<file path="src/rtl/mhd_dev_accum.sv">
// Error-statistics accumulator for the Hamming-distance miter: sum, max and error count over a run.
// Optional MHD_THRESH_CNT_EN adds a per-run threshold input and an over-threshold counter.
module mhd_dev_accum #(
    parameter int DIST_W = 8,
    parameter int CNT_W  = 16,
    parameter int SUM_W  = 24
) (
    input  logic              clk,
    input  logic              rst,
    input  logic              start,
    input  logic [CNT_W-1:0]  n_samples,
    input  logic              in_valid,
    output logic              in_ready,
    input  logic [DIST_W-1:0] in_dist,
    output logic              busy,
    output logic              done,
    output logic [SUM_W-1:0]  sum_dist,
    output logic              sum_sat,
    output logic [DIST_W-1:0] max_dist,
    output logic [CNT_W-1:0]  err_cnt,
    output logic [CNT_W-1:0]  sample_cnt
`ifdef MHD_THRESH_CNT_EN
    ,
    input  logic [DIST_W-1:0] thresh,
    output logic [CNT_W-1:0]  over_cnt
`endif
);

    localparam logic [1:0] ST_IDLE = 2'd0;
    localparam logic [1:0] ST_RUN  = 2'd1;
    localparam logic [1:0] ST_DONE = 2'd2;

    logic [1:0]        state_q, state_d;
    logic [CNT_W-1:0]  n_q, n_d;
    logic [CNT_W-1:0]  cnt_q, cnt_d;
    logic [SUM_W-1:0]  sum_q, sum_d;
    logic              sat_q, sat_d;
    logic [DIST_W-1:0] max_q, max_d;
    logic [CNT_W-1:0]  err_q, err_d;
    logic [SUM_W:0]    sum_ext;
    logic [CNT_W-1:0]  cnt_inc;
    logic              xfer;
`ifdef MHD_THRESH_CNT_EN
    logic [DIST_W-1:0] thr_q, thr_d;
    logic [CNT_W-1:0]  over_q, over_d;
`endif

    assign xfer    = in_valid && (state_q == ST_RUN);
    assign cnt_inc = cnt_q + CNT_W'(1);
    // One spare carry bit exposes overflow of the saturating sum.
    assign sum_ext = {1'b0, sum_q} + (SUM_W + 1)'(in_dist);

    always_comb begin
        // NOTE: every next-state signal gets a default first so no path infers a latch.
        state_d = state_q;
        n_d     = n_q;
        cnt_d   = cnt_q;
        sum_d   = sum_q;
        sat_d   = sat_q;
        max_d   = max_q;
        err_d   = err_q;
`ifdef MHD_THRESH_CNT_EN
        thr_d   = thr_q;
        over_d  = over_q;
`endif
        case (state_q)
            ST_IDLE, ST_DONE: begin
                if (start) begin
                    n_d     = n_samples;
                    cnt_d   = '0;
                    sum_d   = '0;
                    sat_d   = 1'b0;
                    max_d   = '0;
                    err_d   = '0;
`ifdef MHD_THRESH_CNT_EN
                    thr_d   = thresh;
                    over_d  = '0;
`endif
                    state_d = (n_samples == '0) ? ST_DONE : ST_RUN;
                end
            end
            ST_RUN: begin
                if (xfer) begin
                    cnt_d = cnt_inc;
                    if (sum_ext[SUM_W]) begin
                        sum_d = '1;
                        sat_d = 1'b1;
                    end else begin
                        sum_d = sum_ext[SUM_W-1:0];
                    end
                    if (in_dist > max_q) max_d = in_dist;
                    if (in_dist != '0) err_d = err_q + CNT_W'(1);
`ifdef MHD_THRESH_CNT_EN
                    if (in_dist > thr_q) over_d = over_q + CNT_W'(1);
`endif
                    if (cnt_inc == n_q) state_d = ST_DONE;
                end
            end
            default: state_d = ST_IDLE;
        endcase
    end

    // NOTE: state registers use non-blocking assignments so every register samples pre-edge values.
    always_ff @(posedge clk or posedge rst) begin
        if (rst) begin
            state_q <= ST_IDLE;
            n_q     <= '0;
            cnt_q   <= '0;
            sum_q   <= '0;
            sat_q   <= 1'b0;
            max_q   <= '0;
            err_q   <= '0;
`ifdef MHD_THRESH_CNT_EN
            thr_q   <= '0;
            over_q  <= '0;
`endif
        end else begin
            state_q <= state_d;
            n_q     <= n_d;
            cnt_q   <= cnt_d;
            sum_q   <= sum_d;
            sat_q   <= sat_d;
            max_q   <= max_d;
            err_q   <= err_d;
`ifdef MHD_THRESH_CNT_EN
            thr_q   <= thr_d;
            over_q  <= over_d;
`endif
        end
    end

    assign in_ready   = (state_q == ST_RUN);
    assign busy       = (state_q == ST_RUN);
    assign done       = (state_q == ST_DONE);
    assign sum_dist   = sum_q;
    assign sum_sat    = sat_q;
    assign max_dist   = max_q;
    assign err_cnt    = err_q;
    assign sample_cnt = cnt_q;
`ifdef MHD_THRESH_CNT_EN
    assign over_cnt   = over_q;
`endif

endmodule
</file>
<file path="config.mk">
export PLATFORM = sky130hd
export DESIGN_NAME = mhd_dev_accum
export DESIGN_NICKNAME = d
export VERILOG_FILES = /design/src/rtl/mhd_dev_accum.sv
export SDC_FILE = /design/constraint.sdc
export NUM_CORES = 1
export LEC_CHECK = 0
export ABC_CLOCK_PERIOD_IN_PS = 2950
export CAP_MARGIN = 20
export CORE_ASPECT_RATIO = 1.1
export CORE_UTILIZATION = 45
export DETAILED_ROUTE_END_ITERATION = 12
export GPL_ROUTABILITY_DRIVEN = 1
export MAX_ROUTING_LAYER = met4
export PLACE_DENSITY = 0.79
export RECOVER_POWER = 25
export SLEW_MARGIN = 20
export SYNTH_ARGS = -nofsm -noshare
export SYNTH_HDL_FRONTEND = slang
export SYNTH_SLANG_ARGS = --single-unit
</file>
<file path="constraint.sdc">
create_clock -name clk -period 2.95 [get_ports clk]
set_input_delay 0.4425 -clock clk [delete_from_list [all_inputs] [get_ports clk]]
set_output_delay 0.4425 -clock clk [all_outputs]
set_load 0.005 [all_outputs]
</file>
# [After elaboration in Yosys (flattened, before gate mapping)]
# Cells that the tools add are included.
# Widths: inputs -> output; s select.
[word_totals] word_cells=55 register_bits=83 out_inout_bits=68
[op_classes] n_lt_le_gt_ge=1 muxes=23 add_sub_neg=3 n_reduce_logical=12 eq_ne=9
[ops] cell="$mux 24" count=3
[ops] cell="$mux 16" count=4
[ops] cell="$pmux 16 s2" count=2
[ops] cell="$pmux 24 s2" count=1
[ops] cell="$add 16x1->16 const B" count=2
[ops] cell="$add 24x8->25" count=1
[ops] cell="$mux 8" count=3
[ops] cell="$eq 16x16->1" count=1
[ops] cell="$logic_not 16->1" count=1
[ops] cell="$pmux 8 s2" count=1
[ops] cell="$reduce_and 4->1" count=3
[ops] cell="$ne 2x1->1 const B" count=5
[ops] cell="$gt 8x8->1" count=1
[ops] cell="$mux 2" count=4
[ops] cell="$reduce_bool 8->1" count=1
[ops] cell="$reduce_and 3->1" count=2
[ops] cell="$pmux 2 s2" count=1
[ops] cell="$mux 1" count=3
[ops] cell="$eq 2x1->1 const B" count=1
[ops] cell="$eq 2x2->1 const B" count=1
[ops] cell="$logic_not 2->1" count=1
[ops] cell="$ne 2x2->1 const B" count=1
[ops] cell="$pmux 1 s2" count=1
[ops] cell="$reduce_and 2->1" count=1
[ops] cell="other kinds (3)" count=3

# [Longest topological paths before layout]
# Gate-level depths: netlist of the first run.
[depth] word_depth=5 mapped_depth=10 ltp_nobuf=9

# [Worst setup path before layout of the first run]
# No wires, ideal clock.
[synth_timing] path_kind="input port to flip-flop" startpoint="in in_dist[0]" endpoint="reg sum_q[12], in the netlist sum_dist[12]" required_ns=2.850 arrival_time_ns=2.261 stages=8 path_slack_ns=0.589 path_cell_list="ha_1 fa_1 a21o_1 a41oi_1 a21o_1 nor2_1 and2_1 a311oi_1"
[synth_via] elab_chain_cells=4
[synth_rtl] element="from (decl)" line_no="14" text="input logic [DIST_W-1:0] in_dist,"
[synth_rtl] element="$add 24x8->25" line_no="51" text="assign sum_ext = {1'b0, sum_q} + (SUM_W + 1)'(in_dist);"
[synth_rtl] element="$mux 24" line_no="85" text="if (sum_ext[SUM_W]) begin"
[synth_rtl] element="$mux 24" line_no="83" text="if (xfer) begin"
[synth_rtl] element="$pmux 24 s2" line_no="66" text="case (state_q)"
[synth_rtl] element="to (signal assigned)" line_no="121" text="sum_q <= sum_d;"
[synth_rtl] element="to (decl)" line_no="36" text="logic [SUM_W-1:0] sum_q, sum_d;"
# Every way passes these cells. The select of a mux whose other input is x is not followed.
# A chain may end at the register's enable or synchronous reset.

# [Worst setup path in the final report of the first run]
# Same ends and word-level chain as after synthesis.

==> run metrics, run 1 <==
detailed-router iteration count before antenna repair 5; fraction of final layout cells sized beyond drive strength 1 0.0905; worst setup slack after layout 0.289 ns; hold buffer count at cts 0; vias per inst 5.56; status finished clean; # rows 39; cell with the largest stage delay on the worst path sky130_fd_sc_hd__clkdlybuf4s50_1; Power per Cell Area 733 nW/um^2; cell with the most instances after synthesis sky130_fd_sc_hd__nand2_1; initial DRC count 334; Avg Synthesized Cell Area 9.18 sq um; Power Total 4.61 mW; H-tree levels 3; number of nets in the layout 672; DIE HEIGHT 110 microns; most area-hungry cell type in the Yosys netlist sky130_fd_sc_hd__dfrtp_1; setup repair after global routing missed its margin no; summed instance area of the synthesized netlist 4800 sq um; CTS tree done; die area 11100 sq um; setup tns final 0 ns; post-route clock skew 0.00738 ns; count of flip-flops with a built-in enable after synthesis 0; most frequently used flop master after synthesis sky130_fd_sc_hd__dfrtp_1; clock buffers created by TritonCTS 9; critical path peak fanout 6; cell chain of the critical path clkdlybuf4s50_1 > ha_1 > fa_1 > a21o_1 > a41oi_1 > a21o_1 > nor2_1 > and2_1 > a311oi_1; maximum root-to-sink buffer count 2; all-layer global routing usage 0.248; maximum number of pins on one net before global-route repair 52; leakage power figure 2.74 nW; number of antenna repair diodes 0; number of warnings issued by yosys 0; min Tclk post-route 2.66 ns; leading post-synthesis cells by instance count sky130_fd_sc_hd__nand2_1, sky130_fd_sc_hd__dfrtp_1, sky130_fd_sc_hd__nor2_1, sky130_fd_sc_hd__o21ai_0, sky130_fd_sc_hd__xor2_1; # setup viols final 0; Seq cells post-synth 83; Achievable Freq 376 MHz; post-synthesis sequential area ratio 0.432; sinks on the clock net 83; aggregate routed wire length 12500 microns; post-detailed-route count of antenna-violating nets 0; root buffer cell sky130_fd_sc_hd__clkbuf_16; sum of net half-perimeters after detailed placement 9030 microns; I/O pin count 96; number of input and output port buffers inserted 95; Area Growth Syn to Fin 31.0%; net count of the mapped netlist 570; starting utilization of the core area 0.462; via count of the first global-routing pass 4284; critical path capture point type flip-flop; number of max-cap violations 0; worst max-slew margin expressed relative to the limit 0.0259; type of origin of the critical path input port; cell types occupying the most area after synthesis sky130_fd_sc_hd__dfrtp_1, sky130_fd_sc_hd__nand2_1, sky130_fd_sc_hd__xor2_1; Arr. time, crit path 2.89 ns; total number of vias 4301; Routed wire per std cell 16.2 microns; most prevalent standard cell on the critical path sky130_fd_sc_hd__a21o_1; kind of critical path input port to flip-flop; Cell variety after synth 56; share of synthesized flip-flops with an asynchronous set or reset 1.00; final-report hold violation count 0; initial antenna violation count 0; maximum ir drop on the vdd rail 352 uV; Final Wtd Congestion 0.868; final core utilization 0.605; Die X 101 microns; fill cell total of the finished layout 868; worst slew pin tran 1.45 ns; Setup Fix Bufs, Post-CTS 0; top cell type's share of synthesized area 0.432; number of gates given a new drive strength after cts 0; Post-Synthesis Cells 523; Critical Path RT 3.18 ns; clock latency on the worst-skew pair 0.34 ns; path category of the worst min-delay check flip-flop to flip-flop; worst setup slack after placement -0.0438 ns; Final period util 0.902; Core ar. 10400 sq um; global-route wire length before repair 20700 microns; final global-route overflow total 0; number of max-slew violations in the final report 0; Post-route DRC 0; critical path's largest stage delay 0.44 ns; clock slew at the register clock pins of the worst setup and hold paths 0.06 ns
-- final timing paths --
kind	to	start	cells past startpoint	slack [ns]
min in group asynchronous	err_cnt[14]	rst	2	0.88
min reg2reg	n_q[12]	n_q[12]	2	0.51
max	sum_dist[12]	in_dist[0]	9	0.29
max in group asynchronous	n_q[14]	rst	3	0.65
max reg2reg	sum_dist[12]	sum_dist[0]	8	0.44
min	n_q[12]	n_q[12]	2	0.51
-- state kept, by name, summed over array words and instances (netlist names) --
name	cells
err_cnt	16
n_q	16
sum_dist	24
max_dist	8
sample_cnt	16
sum_sat	1
state_q	2
-- kinds of logic (layout without fill, tap and decap cells) --
kind of cell    Yosys count  count (layout)  synth area share
flops                    83              83             0.432
xor+xnor                 47              47            0.0857
simple gates            222             222             0.235
buf+inv                  39             146            0.0359
compound gates          110             110             0.154
fa+ha+maj                19              19            0.0511
mux                       3               3           0.00625
-- where the power goes --
| part | switching, mW | internal (mW) |
|---|---|---|
| Sequential | 0.318 | 1.40 |
| Clock | 0.459 | 0.705 |
| Combinational | 0.821 | 0.910 |
-- metrics by stage --
step | instance area (sq um) | instances | hold slack [ns]
2_1_floorplan | 4800 | 523 | 0.465
3_3_place_gp | 5990 | 757 | 0.485
3_5_place_dp | 5990 | 757 | 0.492
4_1_cts | 6300 | 773 | 0.491
5_1_grt | 6290 | 773 | 0.528
6_report | 6290 | 773 | 0.507
-- placed cells by master (no fill, tap or decap), types with 9 or more instances in the layout --
master / synthesis / final
sky130_fd_sc_hd__xnor2_1: 21 / 21
sky130_fd_sc_hd__inv_1: 14 / 13
sky130_fd_sc_hd__nor3_1: 9 / 9
sky130_fd_sc_hd__ha_1: 18 / 18
sky130_fd_sc_hd__a31oi_1: 11 / 11
sky130_fd_sc_hd__nand4_1: 10 / 10
sky130_fd_sc_hd__o21ai_0: 33 / 33
sky130_fd_sc_hd__and3_1: 11 / 11
sky130_fd_sc_hd__clkdlybuf4s50_1: 0 / 94
sky130_fd_sc_hd__xor2_1: 26 / 26
sky130_fd_sc_hd__dfrtp_1: 83 / 83
sky130_fd_sc_hd__buf_4: 3 / 20
sky130_fd_sc_hd__a21oi_1: 24 / 24
sky130_fd_sc_hd__a22o_1: 9 / 9
sky130_fd_sc_hd__nand2_1: 90 / 90
sky130_fd_sc_hd__nor2_1: 40 / 40
sky130_fd_sc_hd__nand3_1: 17 / 17
sky130_fd_sc_hd__clkbuf_16: 0 / 9
-- metal layers --
| layer | global-route usage | up-vias | wire length [microns] |
|---|---|---|---|
| met3 | 0.0328 | 18 | 516 |
| met5 | - | - | 0 |
| met4 | 0.0983 | 0 | 218 |
| met2 | 0.402 | 134 | 6180 |
| li1 | - | 2057 | - |
| met1 | 0.317 | 2092 | 5630 |
-- critical path: cells and delay by family --
| kind | cells | cell delay [ns] |
|---|---|---|
| AO/OA/AOI/OAI | 4 | 1.04 |
| adder cells (fa/ha/maj) | 2 | 0.62 |
| buffers and inverters | 1 | 0.44 |
| AND/OR/NAND/NOR | 2 | 0.34 |
-- layout make-up --
type / count / area, sq um / area share
clock buffers: 11 / 253 / 0.0402
clock inverters: 5 / 60.1 / 0.00954
inverters: 14 / 53.8 / 0.00855
multi-input cells: 401 / 2560 / 0.407
flip-flops and latches: 83 / 2080 / 0.330
well taps: 143 / 179 / 0.0284
repair buffers: 116 / 1110 / 0.176
Power figures use the tool's default switching activity.
==> run 2: changes to the inputs <==
--- a/config.mk
+++ b/config.mk
@@ -14,7 +14,6 @@
 export MAX_ROUTING_LAYER = met4
 export PLACE_DENSITY = 0.79
 export RECOVER_POWER = 25
-export SLEW_MARGIN = 20
 export SYNTH_ARGS = -nofsm -noshare
 export SYNTH_HDL_FRONTEND = slang
 export SYNTH_SLANG_ARGS = --single-unit
==> results of run 2 <==
No change in the layout: final DEF, timing and power equal those of run 1.
